--- src/rtl/lsu_pkg.sv ---
// Shared definitions for the load/store initiator: funct3 codes, FSM states, legality check.
package lsu_pkg;

  localparam logic [2:0] F3_B  = 3'b000;
  localparam logic [2:0] F3_H  = 3'b001;
  localparam logic [2:0] F3_W  = 3'b010;
  localparam logic [2:0] F3_BU = 3'b100;
  localparam logic [2:0] F3_HU = 3'b101;

  typedef enum logic [2:0] {
    ST_IDLE,
    ST_RMW_RD,
    ST_LOAD,
    ST_STORE,
    ST_RESP
  } state_t;

  // True when the width code, alignment and word index are all acceptable.
  function automatic logic is_legal(input logic we, input logic [2:0] funct3,
                                    input logic [31:0] addr, input int unsigned mem_words);
    logic ok;
    case (funct3)
      F3_B:    ok = 1'b1;
      F3_H:    ok = ~addr[0];
      F3_W:    ok = (addr[1:0] == 2'b00);
      F3_BU:   ok = ~we;
      F3_HU:   ok = ~we & ~addr[0];
      default: ok = 1'b0;
    endcase
    return ok && ((addr >> 2) < 32'(mem_words));
  endfunction

endpackage

--- src/rtl/lsu_lane_align.sv ---
// Byte-lane logic: extract/extend a load lane and merge a sub-word store into a word.
module lsu_lane_align
  import lsu_pkg::*;
(
  input  logic [31:0] rdata,
  input  logic [31:0] wdata,
  input  logic [2:0]  funct3,
  input  logic [1:0]  off,
  output logic [31:0] ext,
  output logic [31:0] merged
);

  logic [4:0]  sh;
  logic [15:0] lane;
  logic [31:0] mask;

  assign sh = {off, 3'b000};

  // Load side: shift the addressed lane down and extend it to 32 bits.
  always_comb begin
    lane = 16'(rdata >> sh);
    ext  = rdata;
    case (funct3)
      F3_B:    ext = {{24{lane[7]}}, lane[7:0]};
      F3_H:    ext = {{16{lane[15]}}, lane[15:0]};
      F3_BU:   ext = {24'h0, lane[7:0]};
      F3_HU:   ext = {16'h0, lane[15:0]};
      default: ext = rdata;
    endcase
  end

  // Store side: replace only the addressed byte/halfword, keep the rest of the old word.
  always_comb begin
    mask   = funct3[0] ? (32'h0000_FFFF << sh) : (32'h0000_00FF << sh);
    merged = (rdata & ~mask) | ((wdata << sh) & mask);
  end

endmodule

--- src/rtl/lsu_mem_initiator.sv ---
// Core-side load/store initiator for a single-port word-indexed data memory.
module lsu_mem_initiator
  import lsu_pkg::*;
#(
  parameter int unsigned MEM_WORDS = 64
) (
  input  logic        clk,
  input  logic        reset,
  input  logic        req_valid,
  output logic        req_ready,
  input  logic        req_we,
  input  logic [2:0]  req_funct3,
  input  logic [31:0] req_addr,
  input  logic [31:0] req_wdata,
  output logic        rsp_valid,
  input  logic        rsp_ready,
  output logic [31:0] rsp_rdata,
  output logic        rsp_err,
  output logic        mem_re,
  output logic        mem_we,
  output logic [31:0] mem_addr,
  output logic [31:0] mem_wdata,
  input  logic [31:0] mem_rdata
);

  state_t      state;
  logic [2:0]  lat_f3;
  logic [1:0]  lat_off;
  logic [31:0] lat_wdata;
  logic [31:0] ext;
  logic [31:0] merged;

  lsu_lane_align u_align (
    .rdata  (mem_rdata),
    .wdata  (lat_wdata),
    .funct3 (lat_f3),
    .off    (lat_off),
    .ext    (ext),
    .merged (merged)
  );

  // FSM with request latch, memory strobes and response registers.
  always_ff @(posedge clk or posedge reset) begin
    if (reset) begin
      state     <= ST_IDLE;
      req_ready <= 1'b1;
      rsp_valid <= 1'b0;
      rsp_err   <= 1'b0;
      rsp_rdata <= 32'h0;
      mem_re    <= 1'b0;
      mem_we    <= 1'b0;
      mem_addr  <= 32'h0;
      mem_wdata <= 32'h0;
      lat_f3    <= 3'b000;
      lat_off   <= 2'b00;
      lat_wdata <= 32'h0;
    end else begin
      case (state)
        ST_IDLE: begin
          if (req_valid) begin
            req_ready <= 1'b0;
            lat_f3    <= req_funct3;
            lat_off   <= req_addr[1:0];
            lat_wdata <= req_wdata;
            mem_addr  <= 32'(req_addr >> 2);
            mem_wdata <= req_wdata;
            if (!is_legal(req_we, req_funct3, req_addr, MEM_WORDS)) begin
              rsp_err   <= 1'b1;
              rsp_rdata <= 32'h0;
              rsp_valid <= 1'b1;
              state     <= ST_RESP;
            end else if (!req_we) begin
              mem_re <= 1'b1;
              state  <= ST_LOAD;
            end else if (req_funct3 == F3_W) begin
              mem_we <= 1'b1;
              state  <= ST_STORE;
            end else begin
              mem_re <= 1'b1;
              state  <= ST_RMW_RD;
            end
          end
        end
        ST_LOAD: begin
          mem_re    <= 1'b0;
          rsp_rdata <= ext;
          rsp_err   <= 1'b0;
          rsp_valid <= 1'b1;
          state     <= ST_RESP;
        end
        ST_RMW_RD: begin
          mem_re    <= 1'b0;
          mem_we    <= 1'b1;
          mem_wdata <= merged;
          state     <= ST_STORE;
        end
        ST_STORE: begin
          mem_we    <= 1'b0;
          rsp_rdata <= 32'h0;
          rsp_err   <= 1'b0;
          rsp_valid <= 1'b1;
          state     <= ST_RESP;
        end
        ST_RESP: begin
          if (rsp_ready) begin
            rsp_valid <= 1'b0;
            rsp_err   <= 1'b0;
            rsp_rdata <= 32'h0;
            req_ready <= 1'b1;
            state     <= ST_IDLE;
          end
        end
        default: begin
          mem_re    <= 1'b0;
          mem_we    <= 1'b0;
          rsp_valid <= 1'b0;
          req_ready <= 1'b1;
          state     <= ST_IDLE;
        end
      endcase
    end
  end

endmodule

--- config.mk ---
export PLATFORM = sky130hd
export DESIGN_NAME = lsu_mem_initiator
export DESIGN_NICKNAME = d
export VERILOG_FILES = /design/src/rtl/lsu_pkg.sv /design/src/rtl/lsu_lane_align.sv /design/src/rtl/lsu_mem_initiator.sv
export SDC_FILE = /design/constraint.sdc
export NUM_CORES = 1
export LEC_CHECK = 0
export ABC_AREA = 1
export ABC_CLOCK_PERIOD_IN_PS = 6000
export CAP_MARGIN = 10
export CORE_UTILIZATION = 49
export CTS_BUF_LIST = sky130_fd_sc_hd__clkbuf_8
export CTS_CLUSTER_SIZE = 20
export DETAILED_ROUTE_END_ITERATION = 6
export GPL_TIMING_DRIVEN = 0
export PLACE_DENSITY = 0.83
export SLEW_MARGIN = 20
export SYNTH_ARGS = -nofsm -noshare
export SYNTH_HDL_FRONTEND = slang
export SYNTH_SLANG_ARGS = --single-unit
--- constraint.sdc ---
create_clock -name clk -period 6 [get_ports clk]
set_input_delay 1.5 -clock clk [delete_from_list [all_inputs] [get_ports clk]]
set_output_delay 1.5 -clock clk [all_outputs]
set_load 0.01 [all_outputs]
==> results <==
- The design draws 4.16 mW.
- The aggregate routed wire length is 20700 um.
- Grouping stages by cell kind, the critical path spends the most delay in flip-flops.
- For this run, the post-layout net count is between 1000 and 1500.
- The final design area excluding fillers is about 0.0094 sq mm.
- The largest incremental delay on the critical path is approximately 0.53 ns.
- The post-detailed-route via-to-cell ratio is 5.16.
- The number of max-capacitance violations reported is 0.
- The maximum clock skew at final layout is 0.00975 ns.
- The critical path class is register to output port.
- 0 antenna diodes ended up in the layout.
- Fill cells in the final layout number 1139.
- Timing would allow up to 0.332 GHz.
- The run finished with clean final reports.
- Counting flops and latches in the post-synthesis netlist gives 131.
- The number of setup buffers added after CTS is 0.
- The clock latency at the later pin of the worst-skew pair is 0.46 ns.
- The proportion of power drawn by combinational gates is between 40% and 50%.
- The final routed DRC violation total is 0.
- The half-perimeter wire length after placement is 16100 um.
- Leaving out fill and tap cells, the most frequent cell in the layout is sky130_fd_sc_hd__nand2_1.
- The signal on the critical path passes through clkdlybuf4s50_1.
- The post-layout minimum cycle time is 3.01 ns.
- In this run the horizontal extent of the chip is 118 um.
- The maximum level of the CTS H-tree is 4.
- For this run, the number of Yosys warnings is 0.
- The worst-path maximum fanout is 2.
- Buffers inserted to repair hold after CTS numbered 0.
- The global route total overflow is 0.
- The power spent charging and discharging nets is 1.64 mW.
- Of the cells placed in the final design, the portion with a size suffix greater than 1 is 7.36%.
- Compared with the post-synthesis result, the final layout area differs by 41.0%.
- The initial core utilization is 50.1%.
- The number of placed I/O pins is 205.
- The internal power is ~2.5 mW.
- Setup violations remaining at the end of the flow were counted as 0.
- Per report_power, the sequential group accounts for 32.8% of the total.
- The synthesized design spends more area on one cell type than any other, namely sky130_fd_sc_hd__dfrtp_1.
- Setup repair after global routing left no endpoint under its margin.
- The number of rows created at floorplan is 42.
- The number of distinct library cells after synthesis is 27.
- The number of resized instances in the post-cts repair step is 0.
- The count of buffers from port buffering is 202.
- The CTS buffer count is 17.
- The overall die area is 0.0140 sq mm.
- The final setup TNS is 0 ns.
- Once placement finished, the instance area stood at ~0.0089 sq mm.
- The die height is between 100 and 150 um.
- The global-route wire length before repair is approximately 33000 um.
- The maximum VDD drop is 0.283 mV.
- Counting along the longest clock path gives a buffer depth of 2.
- The clock-pin slew of the registers on the worst-case setup and hold paths is 0.07 ns.
- By area the synthesized netlist is led by sky130_fd_sc_hd__dfrtp_1 49%, sky130_fd_sc_hd__nand2_1 19%, sky130_fd_sc_hd__o21ai_0 6.9%, sky130_fd_sc_hd__nor2_1 5.2%, sky130_fd_sc_hd__inv_1 4.5%.
- The average cell area after synthesis is between 7 and 8 sq um.
- The final critical-path share of the clock period is 50.2%.
- STA classifies the critical path endpoint as an output port.
- The remaining antenna violation count after routing is 0.
- The share of the synthesized area in the top cell type is about half.
- The class of the worst hold path is register to register.
- The synthesized area is 0.00664 sq mm.
- The final-report max-slew violation count is 0.
- In this run the clock root is driven by a sky130_fd_sc_hd__clkbuf_8.
- The measured slew at the worst slew-check pin is 0.686 ns.
- The TritonCTS sink count is 131.
- The number of detailed-route iterations in the first pass is 5.
- The top cell types in the final layout, fill and taps aside, are 339 x sky130_fd_sc_hd__nand2_1, 202 x sky130_fd_sc_hd__clkdlybuf4s50_1, 130 x sky130_fd_sc_hd__dfrtp_1.
- The initial detailed-routing violation count is 592.
- The count of vias placed by the detailed router is 6802.
- The total global-route track usage is 30.9%.
- Together, buffers and inverters on the worst path number 1.
- The placeable core region is 0.0132 sq mm.
- The synthesized instance count is 906.
- Across all setup checks in the final design, the least slack found is 2.99 ns.
- The largest net degree at the start of global routing is 84.
- The highest-delay cell along the critical path is sky130_fd_sc_hd__dfstp_2.
- Dividing the detail-routed wire length by the instance count gives between 15 and 20 um.
- The power density normalized to cell area is 445 mW/mm^2.
- For this design the static power due to leakage is approximately 4.7 nW.
- Net switching is 39.4% of the power.
- The number of antenna violations at the first check in global routing is 0.
- Sequential elements use 49.4% of the synthesized area.
- The critical path data required time is roughly 4.5 ns.
- The placer congestion estimate is 0.942.
- TritonCTS built the clock tree.
- The number of global-route vias before repair was 6590.
- The clock network burns 20.2% of the power.
- The worst setup path is launched from a register.
- The normalized max-slew margin is 54.0%.
- OpenSTA, run right after detailed placement, puts the worst setup slack at 2.61 ns.
- The arrival time at the worst endpoint is 1.51 ns.
- The count of final hold-check violations is 0.
==> cell type report <==
| cell class | instances | area (sq um) | share of cell area, % |
|---|---|---|---|
| Timing Repair Buffer | 203 | 2050 | 21.9 |
| Clock buffer | 18 | 248 | 2.65 |
| Sequential cell | 131 | 3280 | 35.0 |
| Multi-Input combinational cell | 646 | 2800 | 29.9 |
| Tap cell | 176 | 220 | 2.35 |
| Inverter | 86 | 330 | 3.53 |
| Clock inverter | 14 | 194 | 2.07 |
| Buffer | 44 | 238 | 2.54 |
==> state kept, by name (all words and copies together), names as in the netlist, 2 cells and up <==
register / cells
mem_addr: 30
lat_f3: 3
lat_wdata: 24
state: 3
mem_wdata: 32
rsp_rdata: 32
lat_off: 2
==> worst register-to-register path: cells and delay by family, from the launching register on <==
family                 cells  cell delay [ns]
AOI/OAI and AO/OA          2             0.54
and+or+nand+nor            3             0.29
buffers and inverters      2             0.58
DFF                        1             0.33
==> power by group through the flow <==
| stage | clock network [mW] | registers (mW) | logic, mW |
|---|---|---|---|
| 3_5_place_dp | 0 | 1.37 | 1.94 |
| 5_1_grt | 0.888 | 1.40 | 2.17 |
| 2_1_floorplan | 0 | 1.45 | 1.01 |
| 6_report | 0.839 | 1.37 | 1.96 |
| 3_3_place_gp | 0 | 1.37 | 1.90 |
| 4_1_cts | 0.844 | 1.37 | 1.95 |
==> synthesized netlist by cell type (all sizes together) <==
library cell	n
a21oi	13
a22oi	1
buf	30
clkbuf	14
conb	1
dfrtp	130
dfstp	1
inv	86
nand2	345
nand3	59
nor2	96
nor3	3
o211ai	6
o21ai	99
o21bai	1
o22ai	21
==> final timing paths <==
kind / slack [ns] / endpoint / startpoint / cells after the start
setup / recovery: 2.99 / req_ready / req_ready / 1
hold / removal: 0.47 / rsp_rdata[14] / rsp_rdata[14] / 2
setup reg to reg: 4.13 / mem_wdata[13] / lat_off[0] / 7
hold reg to reg: 0.47 / rsp_rdata[14] / rsp_rdata[14] / 2
max in group asynchronous: 3.87 / rsp_rdata[29] / reset / 3
min in group asynchronous: 1.42 / mem_addr[14] / reset / 2
==> logic make-up (layout without fill, tap and decap cells) <==
kind of cell    count (synthesis)  count (layout)  share of synthesized area [%]
other cells                     1               2                         0.0565
simple gates                  503             503                           30.4
compound gates                141             141                           11.7
buf+inv                       130             365                           8.45
flops                         131             131                           49.4
==> metal layers <==
metal / share of wire (%) / vias to the layer above / track usage [%] / routed length [um]
met2: 46 / 338 / 48.7 / 9460
met4: 2.8 / 0 / 12.9 / 569
met5: 0 / - / 0 / 0
met3: 11 / 45 / 11.1 / 2170
li1: - / 3302 / - / -
met1: 41 / 3117 / 38.4 / 8470
==> stage by stage <==
step | instances | utilization (%) | hold slack (ns)
after floorplan | 907 | - | 0.443
after global placement | 1285 | 67.1 | 0.454
after detailed placement | 1286 | 67.3 | 0.457
after CTS | 1318 | 70.7 | 0.474
after global routing | 1318 | 70.7 | 0.493
final | 1318 | 70.7 | 0.472
No activity file was read; power rests on OpenSTA's default activity.
